## src/rtl/mem_stage_ctrl_pkg.sv

```systemverilog
// Shared definitions for the MEM-stage data-memory controller:
// FSM state encodings and default bus widths.
package mem_stage_ctrl_pkg;

  localparam int unsigned DEF_ADDR_W     = 32;
  localparam int unsigned DEF_DATA_W     = 32;
  localparam int unsigned DEF_WBUF_DEPTH = 4;
  localparam int unsigned DEF_CNT_W      = 3;

  typedef enum logic [1:0] {
    IDLE    = 2'd0,
    WR_BUS  = 2'd1,
    RD_BUS  = 2'd2,
    RD_DONE = 2'd3
  } state_t;

  function automatic logic is_misaligned(input logic [1:0] lsb);
    return |lsb;
  endfunction

endpackage

```

## src/rtl/mem_stage_ctrl_fifo.sv

```systemverilog
// Posted-store write buffer: synchronous FIFO of (word address, data) pairs
// with occupancy count; pointers wrap naturally because DEPTH is a power of two.
module write_buffer_fifo #(
  parameter int unsigned ADDR_W = 32,
  parameter int unsigned DATA_W = 32,
  parameter int unsigned DEPTH  = 4,
  parameter int unsigned CNT_W  = 3
) (
  input  logic              clk,
  input  logic              rst,
  input  logic              push,
  input  logic              pop,
  input  logic [ADDR_W-1:0] push_addr,
  input  logic [DATA_W-1:0] push_data,
  output logic [ADDR_W-1:0] head_addr,
  output logic [DATA_W-1:0] head_data,
  output logic              full,
  output logic              empty,
  output logic [CNT_W-1:0]  count
);

  localparam int unsigned PTR_W = $clog2(DEPTH);

  logic [ADDR_W-1:0] addr_mem [DEPTH];
  logic [DATA_W-1:0] data_mem [DEPTH];
  logic [PTR_W-1:0]  wr_ptr;
  logic [PTR_W-1:0]  rd_ptr;
  logic              do_push;
  logic              do_pop;

  assign full    = (count == CNT_W'(DEPTH));
  assign empty   = (count == '0);
  assign do_push = push & ~full;
  assign do_pop  = pop & ~empty;

  assign head_addr = addr_mem[rd_ptr];
  assign head_data = data_mem[rd_ptr];

  always_ff @(posedge clk) begin
    if (!rst) begin
      wr_ptr <= '0;
      rd_ptr <= '0;
      count  <= '0;
    end else begin
      if (do_push) wr_ptr <= wr_ptr + PTR_W'(1);
      if (do_pop)  rd_ptr <= rd_ptr + PTR_W'(1);
      case ({do_push, do_pop})
        2'b10:   count <= count + CNT_W'(1);
        2'b01:   count <= count - CNT_W'(1);
        default: count <= count;
      endcase
    end
  end

  always_ff @(posedge clk) begin
    if (do_push) begin
      addr_mem[wr_ptr] <= push_addr;
      data_mem[wr_ptr] <= push_data;
    end
  end

endmodule

```

## src/rtl/mem_stage_ctrl.sv

```systemverilog
// MEM-stage data-memory controller: posts stores into a write buffer and
// stalls the pipeline on loads until the multi-cycle bus returns data.
module mem_stage_ctrl
  import mem_stage_ctrl_pkg::*;
#(
  parameter int unsigned ADDR_W     = DEF_ADDR_W,
  parameter int unsigned DATA_W     = DEF_DATA_W,
  parameter int unsigned WBUF_DEPTH = DEF_WBUF_DEPTH,
  parameter int unsigned CNT_W      = DEF_CNT_W
) (
  input  logic              clk,
  input  logic              rst,
  input  logic              mem_read,
  input  logic              mem_write,
  input  logic [ADDR_W-1:0] addr,
  input  logic [DATA_W-1:0] write_data,
  output logic [DATA_W-1:0] read_data,
  output logic              stall,
  output logic              bus_req,
  output logic              bus_we,
  output logic [ADDR_W-1:0] bus_addr,
  output logic [DATA_W-1:0] bus_wdata,
  input  logic              bus_ack,
  input  logic [DATA_W-1:0] bus_rdata,
  output logic [CNT_W-1:0]  wbuf_count,
  output logic              align_err
);

  state_t            state_q;
  state_t            state_d;
  logic [ADDR_W-1:0] rd_addr_q;
  logic [ADDR_W-1:0] aligned_addr;
  logic [ADDR_W-1:0] wb_head_addr;
  logic [DATA_W-1:0] wb_head_data;
  logic              wb_full;
  logic              wb_empty;
  logic              push;
  logic              pop;
  logic              load_start;
  logic              rd_complete;

  assign aligned_addr = {addr[ADDR_W-1:2], 2'b00};

  // Read wins over a simultaneous write; full is judged on the pre-edge count.
  assign push        = mem_write & ~mem_read & ~wb_full;
  assign load_start  = (state_q == IDLE) & wb_empty & mem_read;
  assign pop         = (state_q == WR_BUS) & bus_ack;
  assign rd_complete = (state_q == RD_BUS) & bus_ack;

  assign stall = rst & ((mem_read & (state_q != RD_DONE)) | (mem_write & wb_full));

  write_buffer_fifo #(
    .ADDR_W (ADDR_W),
    .DATA_W (DATA_W),
    .DEPTH  (WBUF_DEPTH),
    .CNT_W  (CNT_W)
  ) u_wbuf (
    .clk       (clk),
    .rst       (rst),
    .push      (push),
    .pop       (pop),
    .push_addr (aligned_addr),
    .push_data (write_data),
    .head_addr (wb_head_addr),
    .head_data (wb_head_data),
    .full      (wb_full),
    .empty     (wb_empty),
    .count     (wbuf_count)
  );

  always_ff @(posedge clk) begin
    if (!rst) begin
      state_q   <= IDLE;
      rd_addr_q <= '0;
      read_data <= '0;
      align_err <= 1'b0;
    end else begin
      state_q <= state_d;
      if (load_start)  rd_addr_q <= aligned_addr;
      if (rd_complete) read_data <= bus_rdata;
      if ((push | load_start) && is_misaligned(addr[1:0])) align_err <= 1'b1;
    end
  end

  // Bus outputs depend only on state and registered/buffered values, so they
  // stay stable for the whole request and fall to zero once reset lands.
  always_comb begin
    state_d   = state_q;
    bus_req   = 1'b0;
    bus_we    = 1'b0;
    bus_addr  = '0;
    bus_wdata = '0;
    case (state_q)
      IDLE: begin
        if (!wb_empty)     state_d = WR_BUS;
        else if (mem_read) state_d = RD_BUS;
      end
      WR_BUS: begin
        bus_req   = 1'b1;
        bus_we    = 1'b1;
        bus_addr  = wb_head_addr;
        bus_wdata = wb_head_data;
        if (bus_ack) state_d = IDLE;
      end
      RD_BUS: begin
        bus_req  = 1'b1;
        bus_addr = rd_addr_q;
        if (bus_ack) state_d = RD_DONE;
      end
      RD_DONE: state_d = IDLE;
      default: state_d = IDLE;
    endcase
  end

endmodule

```

## config.mk

```make
export PLATFORM = sky130hd
export DESIGN_NAME = mem_stage_ctrl
export DESIGN_NICKNAME = d
export VERILOG_FILES = /design/src/rtl/mem_stage_ctrl_pkg.sv /design/src/rtl/mem_stage_ctrl_fifo.sv /design/src/rtl/mem_stage_ctrl.sv
export SDC_FILE = /design/constraint.sdc
export NUM_CORES = 1
export LEC_CHECK = 0
export BUFFER_PORTS_ARGS = -buffer_cell sky130_fd_sc_hd__buf_2
export CAP_MARGIN = 20
export CORE_UTILIZATION = 40
export CTS_BUF_LIST = sky130_fd_sc_hd__clkbuf_8 sky130_fd_sc_hd__clkbuf_16
export CTS_CLUSTER_SIZE = 40
export DETAILED_ROUTE_END_ITERATION = 8
export HOLD_SLACK_MARGIN = 0.12
export PLACE_DENSITY = 0.66
export SKIP_CTS_REPAIR_TIMING = 1
export SYNTH_ARGS = -nofsm -noshare
export SYNTH_HDL_FRONTEND = slang
export SYNTH_HIERARCHICAL = 1
export SYNTH_SLANG_ARGS = --single-unit
export TNS_END_PERCENT = 50
```

## constraint.sdc

```tcl
create_clock -name clk -period 3.2 [get_ports clk]
set_input_delay 0.32 -clock clk [delete_from_list [all_inputs] [get_ports clk]]
set_output_delay 0.32 -clock clk [all_outputs]
set_load 0.005 [all_outputs]
```

==> flow_metrics.py, run 1 <==
metrics = {
    "sta": {
        "finalHoldViolCount": 0,
        "fmax_mhz": 362,
        "finalCritPeriodShare": 0.863,
        "final.setup_skew_ps": 14.4,
        "max_slew_margin": 0.433,
        "number_of_endpoints_failing_setup_at_the_final_stage": 0,
        "period_minus_slack_ps": 2760,
        "timing_worst_slew_pin_value_ps": 851,
        "setup_total_negative_slack_ps": 0,
        "rsz0062_at_grt": "false",
        "timing_max_transition_violations_final": 0,
    },
    "critical_path": {
        "criticalPathCategory": "reg2out",
        "reg2regPathDepth": 10,
        "worst_setup_path_end_kind": "output pin",
        "rrSetupSlack_ps": 620,
        "critical_path.reg2reg.startpoint": "u_wbuf/count[0]$_SDFFE_PN0P_",
        "critical_path_arrival_ps": 2440,
        "required_ps": 2880,
        "worst_setup_path_start_kind": "flip-flop",
        "path_max_fanout": 20,
        "r2r_end": "u_wbuf/count[2]$_SDFFE_PN0P_",
    },
    "cts": {
        "tritoncts.num_buffers": 36,
        "clock_sink_count": 330,
        "clkLatencyLatePin_ps": 500,
        "clockBufferDepth": 3,
        "cts_tree": "yes",
        "htree_levels": 2,
        "clk_pin_slew_ps": 60,
        "buffer_type_at_the_clock_tree_root": "sky130_fd_sc_hd__clkbuf_16",
    },
    "yosys": {
        "synth_simple_gate_area_share": 0.0821,
        "complex_gate_fraction_of_the_synthesized_area": 0.0675,
        "synth-adder-area-share": 0.0119,
        "synth_enable_flop_cells": 256,
        "yosys.area_share.xor_xnor": 0.00132,
        "synth_area_sq_mm": 0.0132,
        "synth.yosys.seq_area_share": 0.693,
        "synth_cells": 797,
        "syn-mean-instance-area_sq_um": 16.6,
        "ys.warnings.count": 6,
        "yosysUniqueCellTypes": 42,
        "async_s_r_ff_share_synth": 0,
        "synth.mux.area_fraction": 0.112,
        "dominant_combinational_cell_family_by_area_after_synthesis": "multiplexers",
        "yosys_most_used_dff": "sky130_fd_sc_hd__edfxtp_1",
        "synth.ff_latch_count": 330,
    },
    "layout": {
        "drive_above_1_share": 0.334,
        "synthToLayoutAreaGrowth_pct": 27.0,
        "most_common_cell_after_layout_fill_and_taps_aside": "sky130_fd_sc_hd__edfxtp_1",
        "final_cell_mix": "sky130_fd_sc_hd__edfxtp_1 (256), sky130_fd_sc_hd__buf_2 (203), sky130_fd_sc_hd__nand2_1 (128)",
        "fill_cells": 2708,
        "final_area_sq_mm": 0.0168,
        "final_nets": 1221,
    },
    "detailed_routing": {
        "drt-initial-drc-count": 426,
        "drcViolationCount": 0,
        "detail_route.wl_per_cell_um": 18.3,
        "count_of_tritonroute_iterations_in_the_first_routing_pass": 4,
        "via_total_after_detailed_routing": 7715,
        "ant_nets": 0,
        "vias_per_cell": 4.89,
        "postRouteWirelength_um": 28900,
    },
    "die": {
        "io-pin-count": 204,
        "start_util": 0.407,
        "die_x_um": 184,
        "core_area_sq_mm": 0.0325,
        "dieHeight_um": 184,
        "die_area_sq_mm": 0.0338,
        "std_cell_rows": 66,
    },
    "worst_hold_path": {
        "holdPathEnd": "read_data[9]$_SDFFE_PN0P_",
        "number_of_instances_on_the_worst_hold_path": 3,
        "worst_min_path_class": "in2reg",
        "worst_hold_startpoint": "bus_rdata[9]",
    },
    "global_route": {
        "antenna_found_initial": 1,
        "global_route.usage.total": 0.169,
        "first_global_vias": 7518,
        "first_pass_grt_wire_length_um": 43000,
        "largest_net_degree_at_the_start_of_global_routing": 65,
        "grt_overflow_total": 0,
    },
    "power_and_ir_drop": {
        "pwr_density_cell_mw_per_mm2": 641,
        "p_leak_nw": 6.02,
        "power.ir.vdd_worst_uv": 546,
    },
    "place": {
        "dp_hpwl_um": 17400,
        "placement.cell_area_sq_mm": 0.0147,
        "routabilityCongestion": 0.724,
        "placement.io_buffers": 203,
    },
    "run": {
        "timing.max_cap.violations": 0,
    },
    "run_status": {
        "outcome": "completed",
    },
}
worst max-delay path by stage:
stage | start | endpoint
final | flip-flop | bus_addr[3]
after global placement | u_wbuf/count[2]$_SDFFE_PN0P_ | u_wbuf/addr_mem[1][12]$_DFFE_PP_
after detailed placement | u_wbuf/count[2]$_SDFFE_PN0P_ | u_wbuf/count[2]$_SDFFE_PN0P_
after CTS | flip-flop | bus_addr[2]
after global routing | flip-flop | bus_addr[2]
after floorplan | u_wbuf/count[0]$_SDFFE_PN0P_ | u_wbuf/addr_mem[0][0]$_DFFE_PP_
through the flow:
stage / power, W / instances / utilization / hold WS (ps) / setup slack (ps)
after floorplan: 0.00610 / 804 / - / 419 / 175
after global placement: 0.00668 / 1419 / 0.451 / 438 / 729
after detailed placement: 0.00670 / 1419 / 0.451 / 448 / 650
after CTS: 0.0108 / 1483 / 0.487 / 6.57 / 362
final: 0.0108 / 1577 / 0.516 / 83.5 / 440
after global routing: 0.0112 / 1576 / 0.516 / 122 / 234
final cells by class:
| type | instances | area [sq um] | area share |
|---|---|---|---|
| Sequential cell | 330 | 9180 | 0.546 |
| Multi-Input combinational cell | 416 | 3670 | 0.219 |
| Timing Repair Buffer | 316 | 2180 | 0.130 |
| Clock buffer | 37 | 926 | 0.0551 |
| Tap cell | 442 | 553 | 0.0329 |
| Clock inverter | 27 | 246 | 0.0147 |
| Inverter | 8 | 30.0 | 0.00179 |
| Antenna cell | 1 | 2.50 | 0.000149 |
flip-flops by register name, indices dropped and copies added, names as in the netlist, named ones only:
name and cells:
read_data 32, u_wbuf/addr_mem 128, rd_addr_q 30, u_wbuf/rd_ptr 2, u_wbuf/data_mem 128, u_wbuf/count 3
u_wbuf/wr_ptr 2, state_q 2, align_err 1
worst max-delay path, cell delays in order (launching register included):
cell and delay, ps:
sky130_fd_sc_hd__dfxtp_4 630, sky130_fd_sc_hd__buf_4 370, sky130_fd_sc_hd__mux4_2 530, sky130_fd_sc_hd__a22oi_1 170
sky130_fd_sc_hd__nor2b_1 100, sky130_fd_sc_hd__buf_2 140
kinds of logic (layout without fill, tap and decap cells):
group,Yosys count,in the layout
simple gates,222,222
flops,330,330
buf+inv,58,388
compound gates,106,106
other cells,1,9
mux,66,66
xor+xnor,2,2
fa+ha+maj,12,12
Yosys cell counts (4+ instances only):
master,instances,area (sq um)
sky130_fd_sc_hd__buf_6,6,67.6
sky130_fd_sc_hd__inv_1,8,30.0
sky130_fd_sc_hd__ha_1,11,138
sky130_fd_sc_hd__o21ai_0,6,30.0
sky130_fd_sc_hd__buf_12,7,140
sky130_fd_sc_hd__a21boi_2,29,327
sky130_fd_sc_hd__mux4_2,60,1350
sky130_fd_sc_hd__nand2_1,128,480
sky130_fd_sc_hd__a21boi_0,25,188
sky130_fd_sc_hd__buf_2,20,100
sky130_fd_sc_hd__clkbuf_1,13,48.8
sky130_fd_sc_hd__nor2b_1,31,194
sky130_fd_sc_hd__dfxtp_1,74,1480
sky130_fd_sc_hd__edfxtp_1,256,7690
sky130_fd_sc_hd__mux4_1,4,105
sky130_fd_sc_hd__nand2_2,7,43.8
sky130_fd_sc_hd__a21boi_1,11,82.6
sky130_fd_sc_hd__a22oi_1,30,225
sky130_fd_sc_hd__and2_1,42,263
per-layer routing:
metal / GRT usage / vias up / part of all wire
li1: - / 3610 / -
met1: 0.207 / 3851 / 0.42
met2: 0.294 / 218 / 0.51
met3: 0.0434 / 34 / 0.057
met4: 0.0500 / 2 / 0.014
met5: 0 / - / 0.00045
where the power goes:
part / switching [W] / internal [W]
logic: 0.00101 / 0.000756
clock network: 0.00159 / 0.00249
registers: 0.000101 / 0.00482
total: 0.00270 / 0.00807
Note: power is estimated with default switching activity, not from simulation.
==> run 2, diff against run 1 <==
CORE_UTILIZATION = 51   (was 40)
PLACE_DENSITY = 0.8   (was 0.66)
==> run 2 against run 1 <==
Effect of this change:
- worst hold slack improved by 160 ps
- flip-flop and latch count did not move
- maximum frequency rose by 3.4%
- wire length fell by 3.9%
- first-iteration DRC count rose by 45%
- combinational power barely moved
- via count rose by 0.87%
- worst setup slack improved by 92 ps
- sequential power barely moved
- utilization rose by 14 points
- critical path depth did not move
- highest routed layer is now met4
==> flow_metrics.py, run 2 (same netlist as run 1, synthesis figures left out) <==
metrics = {
    "layout": {
        "fill_cells": 1717,
        "drive_above_1_share": 0.327,
        "instances_no_fill": 1458,
        "top_regs": "u_wbuf/addr_mem (128), u_wbuf/data_mem (128), read_data (32)",
        "final_cell_mix": "sky130_fd_sc_hd__edfxtp_1 (256), sky130_fd_sc_hd__buf_2 (203), sky130_fd_sc_hd__nand2_1 (128)",
        "most_common_cell_after_layout_fill_and_taps_aside": "sky130_fd_sc_hd__edfxtp_1",
        "synthToLayoutAreaGrowth_pct": 24.9,
        "final_nets": 1219,
    },
    "critical_path": {
        "worst_setup_path_end_kind": "output pin",
        "rrSetupSlack_ps": 800,
        "required_ps": 2880,
        "critical_path_arrival_ps": 2350,
        "reg2regPathDepth": 11,
        "worst_setup_path_start_kind": "flip-flop",
        "path_max_fanout": 25,
        "cpMaxStageDelayCell": "sky130_fd_sc_hd__dfxtp_4",
        "criticalPathCategory": "reg2out",
        "timing.critical_path.slowest_cell_delay_ps": 580,
        "r2r_end": "u_wbuf/count[2]$_SDFFE_PN0P_",
        "critical_path.reg2reg.startpoint": "u_wbuf/count[2]$_SDFFE_PN0P_",
        "critical_path.cell_chain": "buf_12 > mux4_2 > a22oi_1 > nor2b_1 > buf_2",
    },
    "detailed_routing": {
        "detail_route.wl_per_cell_um": 19.0,
        "drt-initial-drc-count": 617,
        "ant_nets": 0,
        "via_total_after_detailed_routing": 7782,
        "postRouteWirelength_um": 27800,
        "vias_per_cell": 5.34,
        "drcViolationCount": 0,
        "count_of_tritonroute_iterations_in_the_first_routing_pass": 4,
    },
    "global_route": {
        "global_route.usage.total": 0.201,
        "antenna_found_initial": 2,
        "grt_overflow_total": 0,
        "largest_net_degree_at_the_start_of_global_routing": 65,
        "first_global_vias": 7662,
        "first_pass_grt_wire_length_um": 40600,
    },
    "cts": {
        "htree_levels": 2,
        "clockBufferDepth": 3,
        "clk_pin_slew_ps": 60,
        "clkLatencyLatePin_ps": 490,
        "cts_tree": "yes",
        "tritoncts.num_buffers": 35,
        "clock_sink_count": 330,
        "buffer_type_at_the_clock_tree_root": "sky130_fd_sc_hd__clkbuf_16",
    },
    "die": {
        "std_cell_rows": 58,
        "die_area_sq_mm": 0.0266,
        "core_area_sq_mm": 0.0253,
        "dieHeight_um": 163,
        "start_util": 0.522,
        "io-pin-count": 204,
        "die_x_um": 163,
    },
    "run": {
        "timing.max_cap.violations": 0,
    },
    "sta": {
        "finalCritPeriodShare": 0.834,
        "timing_max_transition_violations_final": 0,
        "number_of_endpoints_failing_setup_at_the_final_stage": 0,
        "timing_worst_slew_pin_value_ps": 724,
        "setup_total_negative_slack_ps": 0,
        "max_slew_margin": 0.518,
        "fmax_mhz": 375,
        "period_minus_slack_ps": 2670,
        "rsz0062_at_grt": "false",
        "final.setup_skew_ps": 10.0,
        "finalHoldViolCount": 0,
    },
    "run_status": {
        "outcome": "completed",
    },
    "worst_hold_path": {
        "worst_min_path_class": "in2reg",
        "worst_hold_startpoint": "mem_read",
        "number_of_instances_on_the_worst_hold_path": 3,
        "holdPathEnd": "state_q[0]$_SDFFE_PN0P_",
    },
    "power_and_ir_drop": {
        "power.ir.vdd_worst_uv": 572,
        "p_leak_nw": 5.95,
        "pwr_density_cell_mw_per_mm2": 625,
    },
    "place": {
        "placed_cells": 1303,
        "routabilityCongestion": 0.767,
        "dp_hpwl_um": 15500,
        "placement.io_buffers": 203,
    },
}
==> run 2: cell count changes in the layout (fill, tap and decap cells not counted), sizes merged <==
cell         delta
dlygate4sd3     +3
clkinvlp        -2
bufinv          -4
diode           +1
buf             -4
inv             -1
==> run 2: layout make-up <==
class	instances	area, sq um	area share
multi-input combinational	416	3670	0.222
antenna	2	5.00	0.000303
timing repair buffer	315	2180	0.132
tap	330	413	0.0250
clock buffer	37	926	0.0561
sequential	330	9180	0.556
clock inverter	20	108	0.00652
inverter	8	30.0	0.00182
==> run 2: per-layer routing <==
metal / wire length, um / vias to the layer above / GRT usage / share of wire
met3: 1940 / 41 / 0.0485 / 0.070
met4: 446 / 0 / 0.0518 / 0.016
met1: 11200 / 3849 / 0.253 / 0.40
met2: 14200 / 299 / 0.348 / 0.51
li1: - / 3593 / - / -
met5: 0 / - / 0 / 0
==> run 2: report_power, final <==
part / switching, W / leakage, nW / internal, W
Clock: 0.00149 / 0.542 / 0.00214
Sequential: 0.000105 / 2.93 / 0.00482
Combinational: 0.000996 / 2.47 / 0.000763
==> run 2: worst max path at each step <==
stage	from	end
floorplan	u_wbuf/count[0]$_SDFFE_PN0P_	u_wbuf/addr_mem[0][0]$_DFFE_PP_
global placement	u_wbuf/count[2]$_SDFFE_PN0P_	u_wbuf/count[2]$_SDFFE_PN0P_
detailed placement	u_wbuf/count[2]$_SDFFE_PN0P_	u_wbuf/count[2]$_SDFFE_PN0P_
CTS	flip-flop	bus_addr[8]
global route	flip-flop	bus_addr[8]
finish	flip-flop	bus_addr[8]
==> run 2: critical path, delay by kind of cell, from the launching register on <==
kind                   cells  cell delay, ps
flip-flops                 1             580
multiplexers               1             540
buffers and inverters      2             420
AO/OA/AOI/OAI              1             230
AND/OR/NAND/NOR            1              80
==> run 2: stage by stage <==
stage / cell area (sq um) / worst slack [ps] / power (W) / hold WS, ps / util
floorplan: 13300 / 175 / 0.00610 / 419 / -
global placement: 14500 / 877 / 0.00662 / 439 / 0.573
finish: 16500 / 531 / 0.0103 / 245 / 0.652
detailed placement: 14500 / 845 / 0.00667 / 448 / 0.573
global route: 16500 / 373 / 0.0107 / 245 / 0.652
CTS: 15500 / 461 / 0.0103 / 23.4 / 0.614
==> run 3, diff against run 2 <==
ABC_AREA = 1   (was unset)
CORE_UTILIZATION = 55   (was 51)
PLACE_DENSITY = 0.82   (was 0.8)
clock period = 2.8 ns   (was 3.2 ns; I/O delays follow)
==> run 3 against run 2 <==
Effect of this change:
- worst hold slack worse by 150 ps
- wire length is 8.8% higher
- highest routed layer unchanged
- count of clock-buffer cells in the layout is 5 lower
- cell area is 0.44% lower
- worst setup slack worse by 310 ps
- largest cell class unchanged
==> flow_metrics.py, run 3 <==
metrics = {
    "place": {
        "placement.io_buffers": 203,
        "placement.cell_area_sq_mm": 0.0144,
        "dpl_worst_slack_ps": 704,
        "routabilityCongestion": 0.765,
        "dp_hpwl_um": 17000,
    },
    "sta": {
        "finalCritPeriodShare": 0.922,
        "finalHoldViolCount": 0,
        "max_slew_margin": 0.487,
        "number_of_endpoints_failing_setup_at_the_final_stage": 0,
        "timing_max_transition_violations_final": 0,
        "period_minus_slack_ps": 2580,
        "timing_worst_slew_pin_value_ps": 769,
        "rsz0062_at_grt": "false",
        "fin_ws_ps": 218,
        "final.setup_skew_ps": 7.43,
        "setup_total_negative_slack_ps": 0,
        "fmax_mhz": 387,
    },
    "detailed_routing": {
        "postRouteWirelength_um": 30200,
        "vias_per_cell": 5.28,
        "detail_route.wl_per_cell_um": 16.7,
        "count_of_tritonroute_iterations_in_the_first_routing_pass": 7,
        "ant_nets": 0,
        "drcViolationCount": 0,
        "via_total_after_detailed_routing": 9527,
        "drt-initial-drc-count": 799,
    },
    "layout": {
        "final_cell_mix": "sky130_fd_sc_hd__edfxtp_1 (256), sky130_fd_sc_hd__buf_2 (203), sky130_fd_sc_hd__nor2_1 (202)",
        "final_area_sq_mm": 0.0164,
        "synthToLayoutAreaGrowth_pct": 24.8,
        "most_common_cell_after_layout_fill_and_taps_aside": "sky130_fd_sc_hd__edfxtp_1",
        "fill_cells": 1574,
        "drive_above_1_share": 0.199,
        "number_of_inserted_diodes": 0,
        "top_regs": "u_wbuf/addr_mem (128), u_wbuf/data_mem (128), read_data (32)",
        "seqCellArea_sq_mm": 0.00917,
        "final_nets": 1574,
        "multi_input_comb_area_sq_mm": 0.00324,
    },
    "yosys": {
        "yosysMostFrequentCell": "sky130_fd_sc_hd__edfxtp_1",
        "synth_area_sq_mm": 0.0132,
        "syn-mean-instance-area_sq_um": 11.2,
        "post_synth_main_area_contributors": "sky130_fd_sc_hd__edfxtp_1 (58%), sky130_fd_sc_hd__dfxtp_1 (11%), sky130_fd_sc_hd__nor2_1 (5.9%)",
        "synth_cells": 1172,
        "netlist.area_leader.share": 0.583,
        "synth.cells.most_frequent": "sky130_fd_sc_hd__edfxtp_1 (256), sky130_fd_sc_hd__nor2_1 (206), sky130_fd_sc_hd__nand2_1 (118)",
        "synth.ff_latch_count": 330,
        "yosysUniqueCellTypes": 26,
        "synth.yosys.seq_area_share": 0.696,
        "ys.warnings.count": 6,
        "synth_enable_flop_cells": 256,
        "synth_top_area_cell": "sky130_fd_sc_hd__edfxtp_1",
        "async_s_r_ff_share_synth": 0,
        "yosys_most_used_dff": "sky130_fd_sc_hd__edfxtp_1",
    },
    "global_route": {
        "met2_usage_grt": 0.406,
        "busiest_layer": "met2",
        "global_route.usage.total": 0.231,
        "antenna_found_initial": 0,
        "grt_overflow_total": 0,
        "first_global_vias": 8804,
        "largest_net_degree_at_the_start_of_global_routing": 87,
        "gr-usage-met1": 0.302,
        "first_pass_grt_wire_length_um": 44100,
        "met3_usage": 0.0296,
    },
    "critical_path": {
        "path_max_fanout": 18,
        "worst_setup_path_start_kind": "flip-flop",
        "required_ps": 2520,
        "worst_setup_path_end_kind": "output pin",
        "critical_path_arrival_ps": 2300,
        "criticalPathCategory": "reg2out",
    },
    "run": {
        "timing.max_cap.violations": 0,
    },
    "cts": {
        "htree_levels": 1,
        "buffer_type_at_the_clock_tree_root": "sky130_fd_sc_hd__clkbuf_16",
        "clock_sink_count": 330,
        "cts_tree": "yes",
        "clockBufferDepth": 3,
        "clk_pin_slew_ps": 60,
        "clkLatencyLatePin_ps": 550,
        "tritoncts.num_buffers": 31,
    },
    "die": {
        "dieHeight_um": 157,
        "io-pin-count": 204,
        "std_cell_rows": 56,
        "core_area_sq_mm": 0.0235,
        "start_util": 0.562,
        "die_x_um": 157,
        "die_area_sq_mm": 0.0246,
    },
    "power_and_ir_drop": {
        "pwr_density_cell_mw_per_mm2": 751,
        "p_leak_nw": 6.53,
        "power.ir.vdd_worst_uv": 529,
    },
    "run_status": {
        "outcome": "completed",
    },
    "worst_hold_path": {
        "worst_min_path_class": "in2reg",
    },
}
[run 3: stage by stage]
| step | power (W) | hold WS, ps | instances | util |
|---|---|---|---|---|
| after detailed placement | 0.00805 | 435 | 1652 | 0.615 |
| after floorplan | 0.00722 | 379 | 1179 | - |
| after global routing | 0.0129 | 121 | 1805 | 0.701 |
| after CTS | 0.0123 | -76.7 | 1710 | 0.659 |
| after global placement | 0.00799 | 430 | 1652 | 0.615 |
| final | 0.0123 | 93.1 | 1805 | 0.701 |
[run 3: cells by family (layout without fill, tap and decap cells)]
logic type,count (synthesis),after routing,synth area share
and+or+nand+nor,335,335,0.0977
DFF,330,330,0.696
adders and majority gates,12,12,0.0120
AOI/OAI and AO/OA,326,326,0.131
other,1,8,0.000285
buffers and inverters,168,475,0.0631
[run 3: layout make-up]
type	instances	area share
tap	319	0.0243
sequential	330	0.558
multi-input combinational	681	0.197
timing repair buffer	322	0.135
inverter	95	0.0218
clock buffer	32	0.0480
clock inverter	26	0.0158
[run 3: path summary, 6_finish.rpt]
path / startpoint / to / slack, ps / cells after the start
worst min-delay path: addr[0] / align_err$_SDFFE_PN0P_ / 90 / 4
worst max register to register: u_wbuf/count[0]$_SDFFE_PN0P_ / u_wbuf/addr_mem[2][18]$_DFFE_PP_ / 710 / 10
worst max-delay path: state_q[0]$_SDFFE_PN0P_ / bus_addr[18] / 220 / 6
worst min register to register: rd_addr_q[2]$_SDFFE_PN0P_ / rd_addr_q[2]$_SDFFE_PN0P_ / 450 / 2
[run 3: power by group]
| part | internal (W) | switching, W | leakage [nW] |
|---|---|---|---|
| logic | 0.000853 | 0.00148 | 3.07 |
| registers | 0.00560 | 0.000162 | 2.93 |
| clock network | 0.00250 | 0.00175 | 0.524 |
[run 3: routing by layer]
layer	vias to the layer above	wire length, um
met2	370	15400
met4	0	496
li1	4645	-
met5	-	0
met1	4476	12300
met3	36	2020
[run 3: critical path, stage by stage (launching register included)]
cell and delay, ps:
sky130_fd_sc_hd__dfxtp_1 420, sky130_fd_sc_hd__inv_1 110, sky130_fd_sc_hd__ha_1 330, sky130_fd_sc_hd__inv_1 320, sky130_fd_sc_hd__buf_4 320, sky130_fd_sc_hd__a21oi_1 100, sky130_fd_sc_hd__buf_2 140
